## src/rtl/booth_multiplier.sv

```systemverilog
// Sequential radix-2 Booth signed multiplier with a start/busy/ready handshake.
// Produces a 2*WIDTH-bit product WIDTH+1 clock edges after an accepted start.
module booth_multiplier #(
   parameter int WIDTH = 8,
   parameter int CNT_W = 4
) (
   input  logic                 clk,
   input  logic                 reset,
   input  logic                 start,
   input  logic [WIDTH-1:0]     multiplicand,
   input  logic [WIDTH-1:0]     multiplier,
   output logic [2*WIDTH-1:0]   product,
   output logic                 busy,
   output logic                 ready
);

   typedef enum logic [1:0] {
      IDLE    = 2'd0,
      COMPUTE = 2'd1,
      DONE    = 2'd2
   } state_t;

   localparam logic [CNT_W-1:0] CNT_ONE  = {{(CNT_W-1){1'b0}}, 1'b1};
   localparam logic [CNT_W-1:0] CNT_LOAD = CNT_W'(WIDTH);

   state_t             state_r;
   state_t             state_s;
   logic [WIDTH:0]     a_r;
   logic [WIDTH:0]     m_r;
   logic [WIDTH:0]     sum_s;
   logic [WIDTH-1:0]   q_r;
   logic               qm1_r;
   logic [CNT_W-1:0]   cnt_r;
   logic [2*WIDTH-1:0] product_r;
   logic               busy_r;
   logic               ready_r;

   assign product = product_r;
   assign busy    = busy_r;
   assign ready   = ready_r;

   // Booth add/subtract step; A is one bit wider than the operand so it never overflows
   always_comb begin
      sum_s = a_r;
      case ({q_r[0], qm1_r})
         2'b01:   sum_s = a_r + m_r;
         2'b10:   sum_s = a_r - m_r;
         default: sum_s = a_r;
      endcase
   end

   // Next-state logic; unused encodings fall back to IDLE
   always_comb begin
      state_s = IDLE;
      case (state_r)
         IDLE: begin
            if (start) state_s = COMPUTE;
            else       state_s = IDLE;
         end
         COMPUTE: begin
            if (cnt_r == CNT_ONE) state_s = DONE;
            else                  state_s = COMPUTE;
         end
         DONE:    state_s = IDLE;
         default: state_s = IDLE;
      endcase
   end

   // State register
   always_ff @(posedge clk or posedge reset) begin
      if (reset) state_r <= IDLE;
      else       state_r <= state_s;
   end

   // Datapath and handshake registers
   always_ff @(posedge clk or posedge reset) begin
      if (reset) begin
         a_r       <= '0;
         m_r       <= '0;
         q_r       <= '0;
         qm1_r     <= 1'b0;
         cnt_r     <= '0;
         product_r <= '0;
         busy_r    <= 1'b0;
         ready_r   <= 1'b0;
      end else begin
         case (state_r)
            IDLE: begin
               if (start) begin
                  a_r     <= '0;
                  m_r     <= {multiplicand[WIDTH-1], multiplicand};
                  q_r     <= multiplier;
                  qm1_r   <= 1'b0;
                  cnt_r   <= CNT_LOAD;
                  busy_r  <= 1'b1;
                  ready_r <= 1'b0;
               end
            end
            COMPUTE: begin
               // arithmetic shift of {A,Q,q_m1}, replicating A's sign bit
               {a_r, q_r, qm1_r} <= {sum_s[WIDTH], sum_s, q_r};
               cnt_r             <= cnt_r - CNT_ONE;
            end
            DONE: begin
               product_r <= {a_r[WIDTH-1:0], q_r};
               ready_r   <= 1'b1;
               busy_r    <= 1'b0;
            end
            default: begin
               busy_r  <= 1'b0;
               ready_r <= 1'b0;
            end
         endcase
      end
   end

endmodule

```

## config.mk

```make
export PLATFORM = sky130hd
export DESIGN_NAME = booth_multiplier
export DESIGN_NICKNAME = d
export VERILOG_FILES = /design/src/rtl/booth_multiplier.sv
export SDC_FILE = /design/constraint.sdc
export NUM_CORES = 1
export LEC_CHECK = 0
export BUFFER_PORTS_ARGS = -buffer_cell sky130_fd_sc_hd__buf_2
export CORE_ASPECT_RATIO = 0.75
export CORE_MARGIN = 1
export CORE_UTILIZATION = 57
export DETAILED_ROUTE_END_ITERATION = 10
export GPL_ROUTABILITY_DRIVEN = 0
export GPL_TIMING_DRIVEN = 0
export PLACE_DENSITY = 0.8
export SKIP_LAST_GASP = 1
export SLEW_MARGIN = 10
export SYNTH_ARGS = -nofsm -noshare
export SYNTH_HDL_FRONTEND = slang
export SYNTH_SLANG_ARGS = --single-unit
```

## constraint.sdc

```tcl
create_clock -name clk -period 3.76 [get_ports clk]
set_clock_uncertainty 0.05 [all_clocks]
set_input_delay 0.376 -clock clk [delete_from_list [all_inputs] [get_ports clk]]
set_output_delay 0.376 -clock clk [all_outputs]
set_load 0.01 [all_outputs]
```

Word level (Yosys, flattened, before mapping) --
Index checks and enable logic that the tools add are counted.
Cells by class: add/sub/neg operators 3, equal/unequal tests 6, muxes and demuxes 15, bitwise logic cells 1, reductions and logical operators 5
Operators by type and width (count):
- one-hot mux 9 bit (2 select lines) | 2
- one-hot mux 8 bit (2 select lines) | 1
- adder 9 bit | 1
- 2-to-1 mux 9 bit | 1
- subtractor 9 bit | 1
- 2-to-1 mux 8 bit | 1
- one-hot mux 4 bit (2 select lines) | 1
- AND reduction 2 bit | 3
- == test 2 x 1 -> 1 bit, second input constant | 2
- == test 2 bit, second input constant | 2
- == test 4 x 1 -> 1 bit, second input constant | 1
- 2-to-1 mux 4 bit | 1
- one-hot mux 1 bit (2 select lines) | 2
- one-hot mux 2 bit (2 select lines) | 1
- subtractor 4 x 1 -> 4 bit, second input constant | 1
- 2-to-1 mux 1 bit | 3
- one-hot mux 1 bit (3 select lines) | 1
- zero test 2 bit | 1
- 2-to-1 mux 2 bit | 1
- != test 2 bit, second input constant | 1
- nonzero test 2 bit | 1
- NOT 1 bit | 1
Storage, ports and cells: bits in registers 50, input bits 19, output and inout bits 18, logic and storage cells 39

Depth between registers and ports, before layout --
Gate-level depths: netlist (run 1).
word-level depth 3, gate-level depth with buffers 12

Worst setup path before layout (run 1) --
No wires, ideal clock.
kind register to register, from reg qm1_r, to reg a_r[7], arrival 2453 ps, path slack 1122 ps, cell stages (with the launch flop) 12, buffers on the path 1, period minus slack after synthesis 2638 ps, cell sequence dfrtp_1 inv_1 ha_1 clkbuf_1 mux2_2 fa_1 nor2b_4 o31a_1 o22ai_2 xor2_1 o311ai_1 o41ai_1
On the way: word-level cells in the longest chain between the ends 3, elaborated cells on any way between the ends 4, those cells by class 2 x eq/ne; 2 x mux
RTL lines:
- start: declaration | RTL line 32 | logic qm1_r;
- start signal: assignment | RTL line 101 | {a_r, q_r, qm1_r} <= {sum_s[WIDTH], sum_s, q_r};
- == test 2 bit or == test 2 x 1 -> 1 bit (tied branches) | RTL line 45 | case ({q_r[0], qm1_r})
- one-hot mux 9 bit (2 select lines) * | RTL line 45
- one-hot mux 9 bit (2 select lines) * | RTL line 87 | case (state_r)
- end signal: assignment | RTL line 101
- end: declaration | RTL line 28 | logic [WIDTH:0] a_r;
Mark *: on every way between the ends. The rest lies on a longest branch, timed or not. A chain may end at the register's enable or synchronous reset.

Worst setup path after layout (run 1) --
Same ends and word-level chain as after synthesis.

==> results of run 1 <==
[report_power, final]
group / internal, mW / switching (mW) / leakage, nW
clock network: 0.200 / 0.176 / 0.0554
registers: 0.773 / 0.198 / 0.619
logic: 0.848 / 0.977 / 0.739
total: 1.82 / 1.35 / 1.41
[area by class of cell]
type / count / area [sq um]
clock buffer: 6 / 72.57
buffer: 13 / 55.05
sequential: 49 / 1226
inverter: 12 / 45.04
timing repair buffer: 37 / 200.2
multi-input combinational: 176 / 1211
clock inverter: 2 / 38.79
fill: 309 / 1236
tap: 55 / 68.82
[flip-flops by register name, indices dropped and copies added, names as in the netlist]
signal   cells
a_r          8
busy         1
cnt_r        4
m_r          8
product     16
q_r          8
qm1_r        1
ready        1
state_r      2
[cell families after synthesis]
kind of cell,after synthesis,synth area share (%)
and+or+nand+nor,71,12.97
AOI/OAI and AO/OA,60,15.19
muxes,22,9.418
buffers and inverters,25,3.945
adders and majority gates,13,6.706
DFF,49,48.32
xor gates and xnor gates,10,3.452
[per-layer routing]
layer	vias to the layer above	GRT usage, %	part of all wire [%]
met5	-	0	0
met4	0	7.273	0.95
met3	4	4.733	4.5
met2	54	36.33	44
met1	951	36.93	51
li1	961	-	-
[worst max-delay path by stage]
stage | startpoint | depth (start not counted) | slack [ps] | endpoint
final | qm1_r | 11 | 800 | a_r[7]
after global routing | qm1_r | 11 | 670 | a_r[7]
after CTS | q_r[0] | 10 | 840 | a_r[7]
after detailed placement | qm1_r | 11 | 850 | a_r[7]
after global placement | q_r[0] | 10 | 900 | a_r[7]
after floorplan | qm1_r | 11 | 1120 | a_r[7]
[placed cells by master (no fill, tap or decap), drive strengths merged, types with 2 or more instances in the layout]
master,n
nor2,12
a21oi,10
nor4,2
o31ai,3
clkbuf,14
dfrtp,49
nor2b,3
buf,42
o31a,2
ha,12
nor3,6
o21ai,23
a22o,3
nand2b,3
mux2,15
mux2i,7
o21a,6
nand2,39
xor2,2
nor3b,2
a211oi,3
inv,12
xnor2,8
==> results.json, run 1 <==
{
  "ys_async_sr_fraction_pct": 100.0,
  "place_area_sq_um": 2806,
  "crit_fanout": 9,
  "slowest_stage": "fa_1",
  "ant_nets": 0,
  "synth_edf_count": 0,
  "synth_top_cell_by_area": "dfrtp_1",
  "rsz0062_at_grt": "no",
  "cts_buffers": 5,
  "critPathRequiredTime_ps": 3890,
  "utilization_pct": 70.24,
  "layout-drive-gt1-share_pct": 23.73,
  "timing.reg2reg.setup_slack_ps": 800,
  "drtPass1Iterations": 4,
  "crit_chain": "inv_1 -> ha_1 -> clkbuf_1 -> mux2_2 -> fa_1 -> nor2b_4 -> o31a_1 -> o22ai_2 -> xor2_1 -> o311ai_1 -> o41ai_1",
  "cts-root-buf": "clkbuf_8",
  "finalPower_mw": 3.171,
  "leakagePower_nw": 1.413,
  "outcome": "finished clean",
  "stdcell_area_sq_um": 2918,
  "netlist_area_sq_um": 2537,
  "syn_nets": 282,
  "area_growth_pct": 14.99,
  "grt_use_total_pct": 24.59,
  "htreeDepth": 2,
  "holdBufCountCts": 0,
  "grt_pass1_vias": 1714,
  "yosys-top-cells-area": "dfrtp_1, mux2_2, ha_1",
  "wl_mm": 5.273,
  "vias": 1970,
  "ys_warn_count": 0,
  "dp_hpwl_mm": 3.822,
  "numClockSinks": 49,
  "io_pins": 37,
  "die_w_um": 79.04,
  "period_minus_slack_ps": 2963,
  "whs_ps": 0.7607,
  "fin_nets": 326,
  "rows": 20,
  "synth-main-ff-cell": "dfrtp_1",
  "synth_top_area_share_pct": 48.32,
  "crit_buf_inv": 2,
  "slew_headroom_pct": 61.29,
  "worst_r2r_startpoint": "qm1_r",
  "arrival_ps": 3090,
  "r2r_cells": 11,
  "dieArea_sq_um": 4725,
  "crit_path_start_kind": "register",
  "grt_max_degree": 33,
  "yosys.cell_types.count": 40,
  "cts_setup_buffers": 0,
  "drc_errors": 0,
  "place_ws_ps": 848.0,
  "synth_common_cells": "dfrtp_1, nand2_1, o21ai_0, mux2_2",
  "placedCellCount": 342,
  "critical-path-top-delay-family": "compound AO/OA/AOI/OAI gates",
  "peakVddDrop_uv": 573.6,
  "synth_seq_cells": 49,
  "die_y_um": 59.78,
  "initial_core_util_pct": 61.08,
  "first_iter_violations": 142,
  "fin_cells": 350,
  "antenna_cells": 0,
  "timing.final.ws_setup_ps": 796.7,
  "vias_per_cell": 5.629,
  "numPortBuffers": 36,
  "grt.overflow.total": 0,
  "grt_pass1_wl_mm": 8.576,
  "cts_tree": "yes",
  "synth-seq-area-share_pct": 48.32,
  "end_kind": "register",
  "slew_viol_final": 0,
  "setup_viol": 0,
  "wire_per_inst_um": 15.07,
  "clock_path_buffers": 2,
  "clk_pin_slew_ps": 90,
  "worst_pin_slew_ps": 579.4,
  "core_area_sq_um": 4154,
  "clk_latency_ps": 310,
  "antenna_found_initial": 0,
  "final_hold_viol_count": 0,
  "drv_cap": 0,
  "cts_repair_resize_count": 0,
  "worstSetupPathType": "register to register",
  "powerDensity_nw_per_um2": 1087,
  "max_stage_delay_ps": 460,
  "timing.rr.end": "a_r[7]",
  "synth_most_common_cell": "dfrtp_1",
  "hp-class": "primary input to async pin",
  "fmax_mhz": 337.5,
  "synthCells": 250,
  "synth_area_per_cell_sq_um": 10.15,
  "fin_crit_sh_pct": 78.81,
  "fin_tns_setup_ps": 0
}
Power figures use the tool's default switching activity.
==> inputs of run 2 (changes only) <==
Settings changed: CORE_UTILIZATION 57 to 51, PLACE_DENSITY 0.8 to 0.75.
Clock period 3.76 ns to 2.7 ns, I/O delays scaled along.
==> results.json, run 2 (synthesis gave the netlist of run 1 again) <==
{
  "arrival_ps": 2740,
  "first_iter_violations": 108,
  "dieArea_sq_um": 5264,
  "die_w_um": 83.45,
  "grt_pass1_vias": 1706,
  "grt_max_degree": 28,
  "cts_buffers": 5,
  "rsz0062_at_grt": "yes",
  "peakVddDrop_uv": 825.2,
  "setup_viol": 0,
  "critPathRequiredTime_ps": 2830,
  "vias": 1925,
  "drtPass1Iterations": 4,
  "area_growth_pct": 16.42,
  "slew_headroom_pct": 57.84,
  "dp_hpwl_mm": 3.751,
  "crit_fanout": 8,
  "crit_chain": "inv_1 -> ha_4 -> mux2_2 -> fa_2 -> nor2b_4 -> o31a_1 -> o22ai_2 -> xor2_1 -> o311ai_1 -> o41ai_1",
  "place_ws_ps": -229.2,
  "grt_use_total_pct": 21.01,
  "timing.final.ws_setup_ps": 90.55,
  "worst_pin_slew_ps": 631.0,
  "powerDensity_nw_per_um2": 1500,
  "wire_per_inst_um": 14.59,
  "multi_input_area_sq_um": 1247,
  "fillers": 387,
  "grt_pass1_wl_mm": 8.707,
  "drv_cap": 0,
  "crit_buf_inv": 1,
  "cts-root-buf": "clkbuf_8",
  "io_pins": 37,
  "numClockSinks": 49,
  "stdcell_area_sq_um": 2954,
  "htreeDepth": 2,
  "fin_crit_sh_pct": 96.65,
  "wl_mm": 5.152,
  "clk_pin_slew_ps": 90,
  "worstSetupPathType": "register to register",
  "clk_latency_ps": 300,
  "end_kind": "register",
  "slowest_stage": "dfrtp_1",
  "hp-class": "primary input to register",
  "place_area_sq_um": 2809,
  "drc_errors": 0,
  "whs_ps": 105.3,
  "antenna_found_initial": 0,
  "die_y_um": 63.09,
  "numPortBuffers": 36,
  "cts_tree": "yes",
  "fin_nets": 328,
  "utilization_pct": 63.88,
  "core_area_sq_um": 4624,
  "fmax_mhz": 383.2,
  "period_minus_slack_ps": 2609,
  "crit_path_start_kind": "register",
  "outcome": "finished clean",
  "seq_area_sq_um": 1227,
  "final_hold_viol_count": 0,
  "critical-path-top-delay-family": "compound AO/OA/AOI/OAI gates",
  "largest_reg_flops": 16,
  "finalPower_mw": 4.432,
  "slew_viol_final": 0,
  "leakagePower_nw": 1.417,
  "ant_nets": 0,
  "vias_per_cell": 5.453,
  "final_cell_mix": "dfrtp_1, buf_2, nand2_1, o21ai_0, mux2_2",
  "grt.overflow.total": 0,
  "layout_commonest_cell": "dfrtp_1",
  "antenna_cells": 0,
  "timing.reg2reg.setup_slack_ps": 90,
  "clock_path_buffers": 2,
  "max_stage_delay_ps": 390,
  "layout-drive-gt1-share_pct": 26.69,
  "rows": 21,
  "initial_core_util_pct": 54.87
}
-- run 2: path summary, 6_finish.rpt --
kind                                  from          to  cells past startpoint
max                                  qm1_r      a_r[7]                     10
min                        multiplicand[7]      m_r[7]                      3
max reg2reg                          qm1_r      a_r[7]                     10
min reg2reg                     product[7]  product[7]                      2
max in group asynchronous            reset      q_r[0]                      4
min in group asynchronous            reset        busy                      3
-- run 2: repair_timing --
| action | CTS | global route |
|---|---|---|
| pin swaps | 0 | 1 |
| hold endpoints to repair | 22 | 0 |
| cloned | 0 | 0 |
| gates resized for setup | 2 | 8 |
| buffers inserted | 0 | 2 |
| endpoints found under the setup margin | 4 | 4 |
| hold buffers | 1 | 0 |
-- run 2: layout make-up --
cell class                      instances  share of cell area (%)
Clock buffer                            7                   2.922
Timing Repair Buffer                   40                   7.624
Tap cell                               57                   2.414
Buffer                                 12                   1.737
Sequential cell                        49                   41.55
Inverter                               12                   1.525
Multi-Input combinational cell        176                   42.23
-- run 2: stage by stage --
stage / cells / setup TNS, ps
after floorplan: 250 / 0
after global placement: 343 / -418.2
after detailed placement: 344 / -593.0
after CTS: 351 / 0
after global routing: 353 / -5.056
final: 353 / 0
-- run 2: power by group --
part           switching (mW)  total (mW)  internal, mW  leakage, nW
clock network           0.233       0.437         0.204       0.0443
logic                    1.38        2.63          1.25        0.754
registers               0.290        1.37          1.08        0.618
-- run 2: per-layer routing --
| layer | wire [um] | track usage (%) |
|---|---|---|
| met1 | 2796 | 33.65 |
| met4 | 55 | 5.085 |
| met5 | 0 | 0 |
| met3 | 213 | 4.325 |
| met2 | 2087 | 28.79 |
-- run 2: worst register-to-register path, cell delays in order (launching register included) --
cell      delay [ps]
dfrtp_1          390
inv_1             90
ha_4             190
mux2_2           380
fa_2             390
nor2b_4          130
o31a_1           240
o22ai_2           90
xor2_1           190
o311ai_1         230
o41ai_1          110
==> inputs of run 3 (changes only) <==
Settings changed: CTS_BUF_LIST set to sky130_fd_sc_hd__clkbuf_16.
==> results.json, run 3 (synthesis gave the netlist of run 1 again) <==
{
  "outcome": "finished clean",
  "period_minus_slack_ps": 2610,
  "crit_buf_inv": 1,
  "critPathRequiredTime_ps": 2800,
  "wire_per_inst_um": 15.00,
  "vias": 1950,
  "largest_reg_flops": 16,
  "grt_max_degree": 28,
  "cts_tree": "yes",
  "dieArea_sq_um": 5264,
  "clk_latency_ps": 280,
  "crit_chain": "inv_2 -> ha_2 -> mux2_2 -> fa_2 -> nor2b_4 -> o31a_1 -> o22ai_2 -> xor2_1 -> o311ai_1 -> o41ai_1",
  "clock_path_buffers": 2,
  "rsz0062_at_grt": "no",
  "fin_crit_sh_pct": 96.67,
  "fin_nets": 330,
  "htreeDepth": 2,
  "grt_use_total_pct": 21.49,
  "ant_nets": 0,
  "numPortBuffers": 36,
  "cts-root-buf": "clkbuf_16",
  "layout-drive-gt1-share_pct": 26.85,
  "crit_fanout": 4,
  "utilization_pct": 65.21,
  "powerDensity_nw_per_um2": 1533,
  "layout_commonest_cell": "dfrtp_1",
  "setup_viol": 0,
  "die_y_um": 63.09,
  "critical-path-top-delay-family": "compound AO/OA/AOI/OAI gates",
  "worstSetupPathType": "register to register",
  "fmax_mhz": 383.1,
  "rows": 21,
  "antenna_cells": 0,
  "fin_cells": 355,
  "wl_mm": 5.324,
  "area_growth_pct": 18.84,
  "crit_path_start_kind": "register",
  "dp_hpwl_mm": 3.751,
  "hp-class": "primary input to register",
  "end_kind": "register",
  "io_pins": 37,
  "peakVddDrop_uv": 730.3,
  "grt_pass1_wl_mm": 8.894,
  "final_hold_viol_count": 0,
  "clk_pin_slew_ps": 60,
  "worst_pin_slew_ps": 617.6,
  "initial_core_util_pct": 54.87,
  "final_cell_mix": "dfrtp_1, buf_2, nand2_1, o21ai_0, mux2_2",
  "slew_headroom_pct": 58.74,
  "grt.overflow.total": 0,
  "leakagePower_nw": 1.449,
  "die_w_um": 83.45,
  "arrival_ps": 2710,
  "grt_pass1_vias": 1728,
  "drv_cap": 0,
  "core_area_sq_um": 4624,
  "slowest_stage": "dfrtp_1",
  "seq_area_sq_um": 1227,
  "fillers": 371,
  "timing.final.ws_setup_ps": 89.88,
  "vias_per_cell": 5.493,
  "numClockSinks": 49,
  "place_ws_ps": -229.2,
  "antenna_found_initial": 0,
  "drc_errors": 0,
  "placedCellCount": 344,
  "multi_input_area_sq_um": 1247,
  "slew_viol_final": 0,
  "drtPass1Iterations": 4,
  "max_stage_delay_ps": 400,
  "first_iter_violations": 102,
  "cts_buffers": 5
}
-- run 3: layer usage --
metal  global-route usage [%]  part of all wire [%]
met1                    33.79                    52
met2                    30.64                    42
met3                    4.325                   5.1
met4                    4.449                  0.62
met5                        0                     0
-- run 3: what timing repair did --
action	CTS	global route
hold buffers	1	0
resized for setup	2	8
pin swaps	0	1
setup endpoints to repair	4	4
endpoints found under the hold margin	22	0
buffers inserted	0	4
-- run 3: final cells by class --
type | instances | area share (%)
buffer | 12 | 1.701
tap | 57 | 2.365
sequential | 49 | 40.71
multi-input combinational | 176 | 41.37
clock buffer | 5 | 4.149
clock inverter | 2 | 0.2490
inverter | 12 | 1.494
timing repair buffer | 42 | 7.967
-- run 3: path summary, 6_finish.rpt --
| path | from | end | slack, ps | cells after the start |
|---|---|---|---|---|
| setup / recovery | m_r[1] | a_r[7] | 90 | 10 |
| hold / removal | multiplicand[4] | m_r[4] | 130 | 3 |
| setup reg to reg | m_r[1] | a_r[7] | 90 | 10 |
| hold reg to reg | product[7] | product[7] | 440 | 2 |
| max in group asynchronous | reset | q_r[0] | 1560 | 4 |
| min in group asynchronous | reset | busy | 510 | 3 |
-- run 3: power breakdown --
group	internal (mW)	switching [mW]	leakage (nW)
combinational	1.27	1.41	0.762
clock	0.331	0.243	0.0685
sequential	1.08	0.292	0.618
total	2.68	1.95	1.45
-- run 3: tightest hold or removal path: cells and delay by family --
| kind | cells | cell delay, ps |
|---|---|---|
| and+or+nand+nor | 2 | 80 |
| buffers and inverters | 1 | 70 |
-- run 3: per-stage QoR --
stage / setup TNS [ps] / area, sq um / hold slack (ps) / power [mW]
6_report: 0 / 3015 / 130.3 / 4.624
5_1_grt: 0 / 3015 / 127.2 / 5.013
4_1_cts: 0 / 2960 / 127.1 / 4.475
3_5_place_dp: -593.0 / 2809 / 281.4 / 3.850
3_3_place_gp: -418.2 / 2789 / 406.5 / 3.760
2_1_floorplan: 0 / 2537 / 325.4 / 3.267
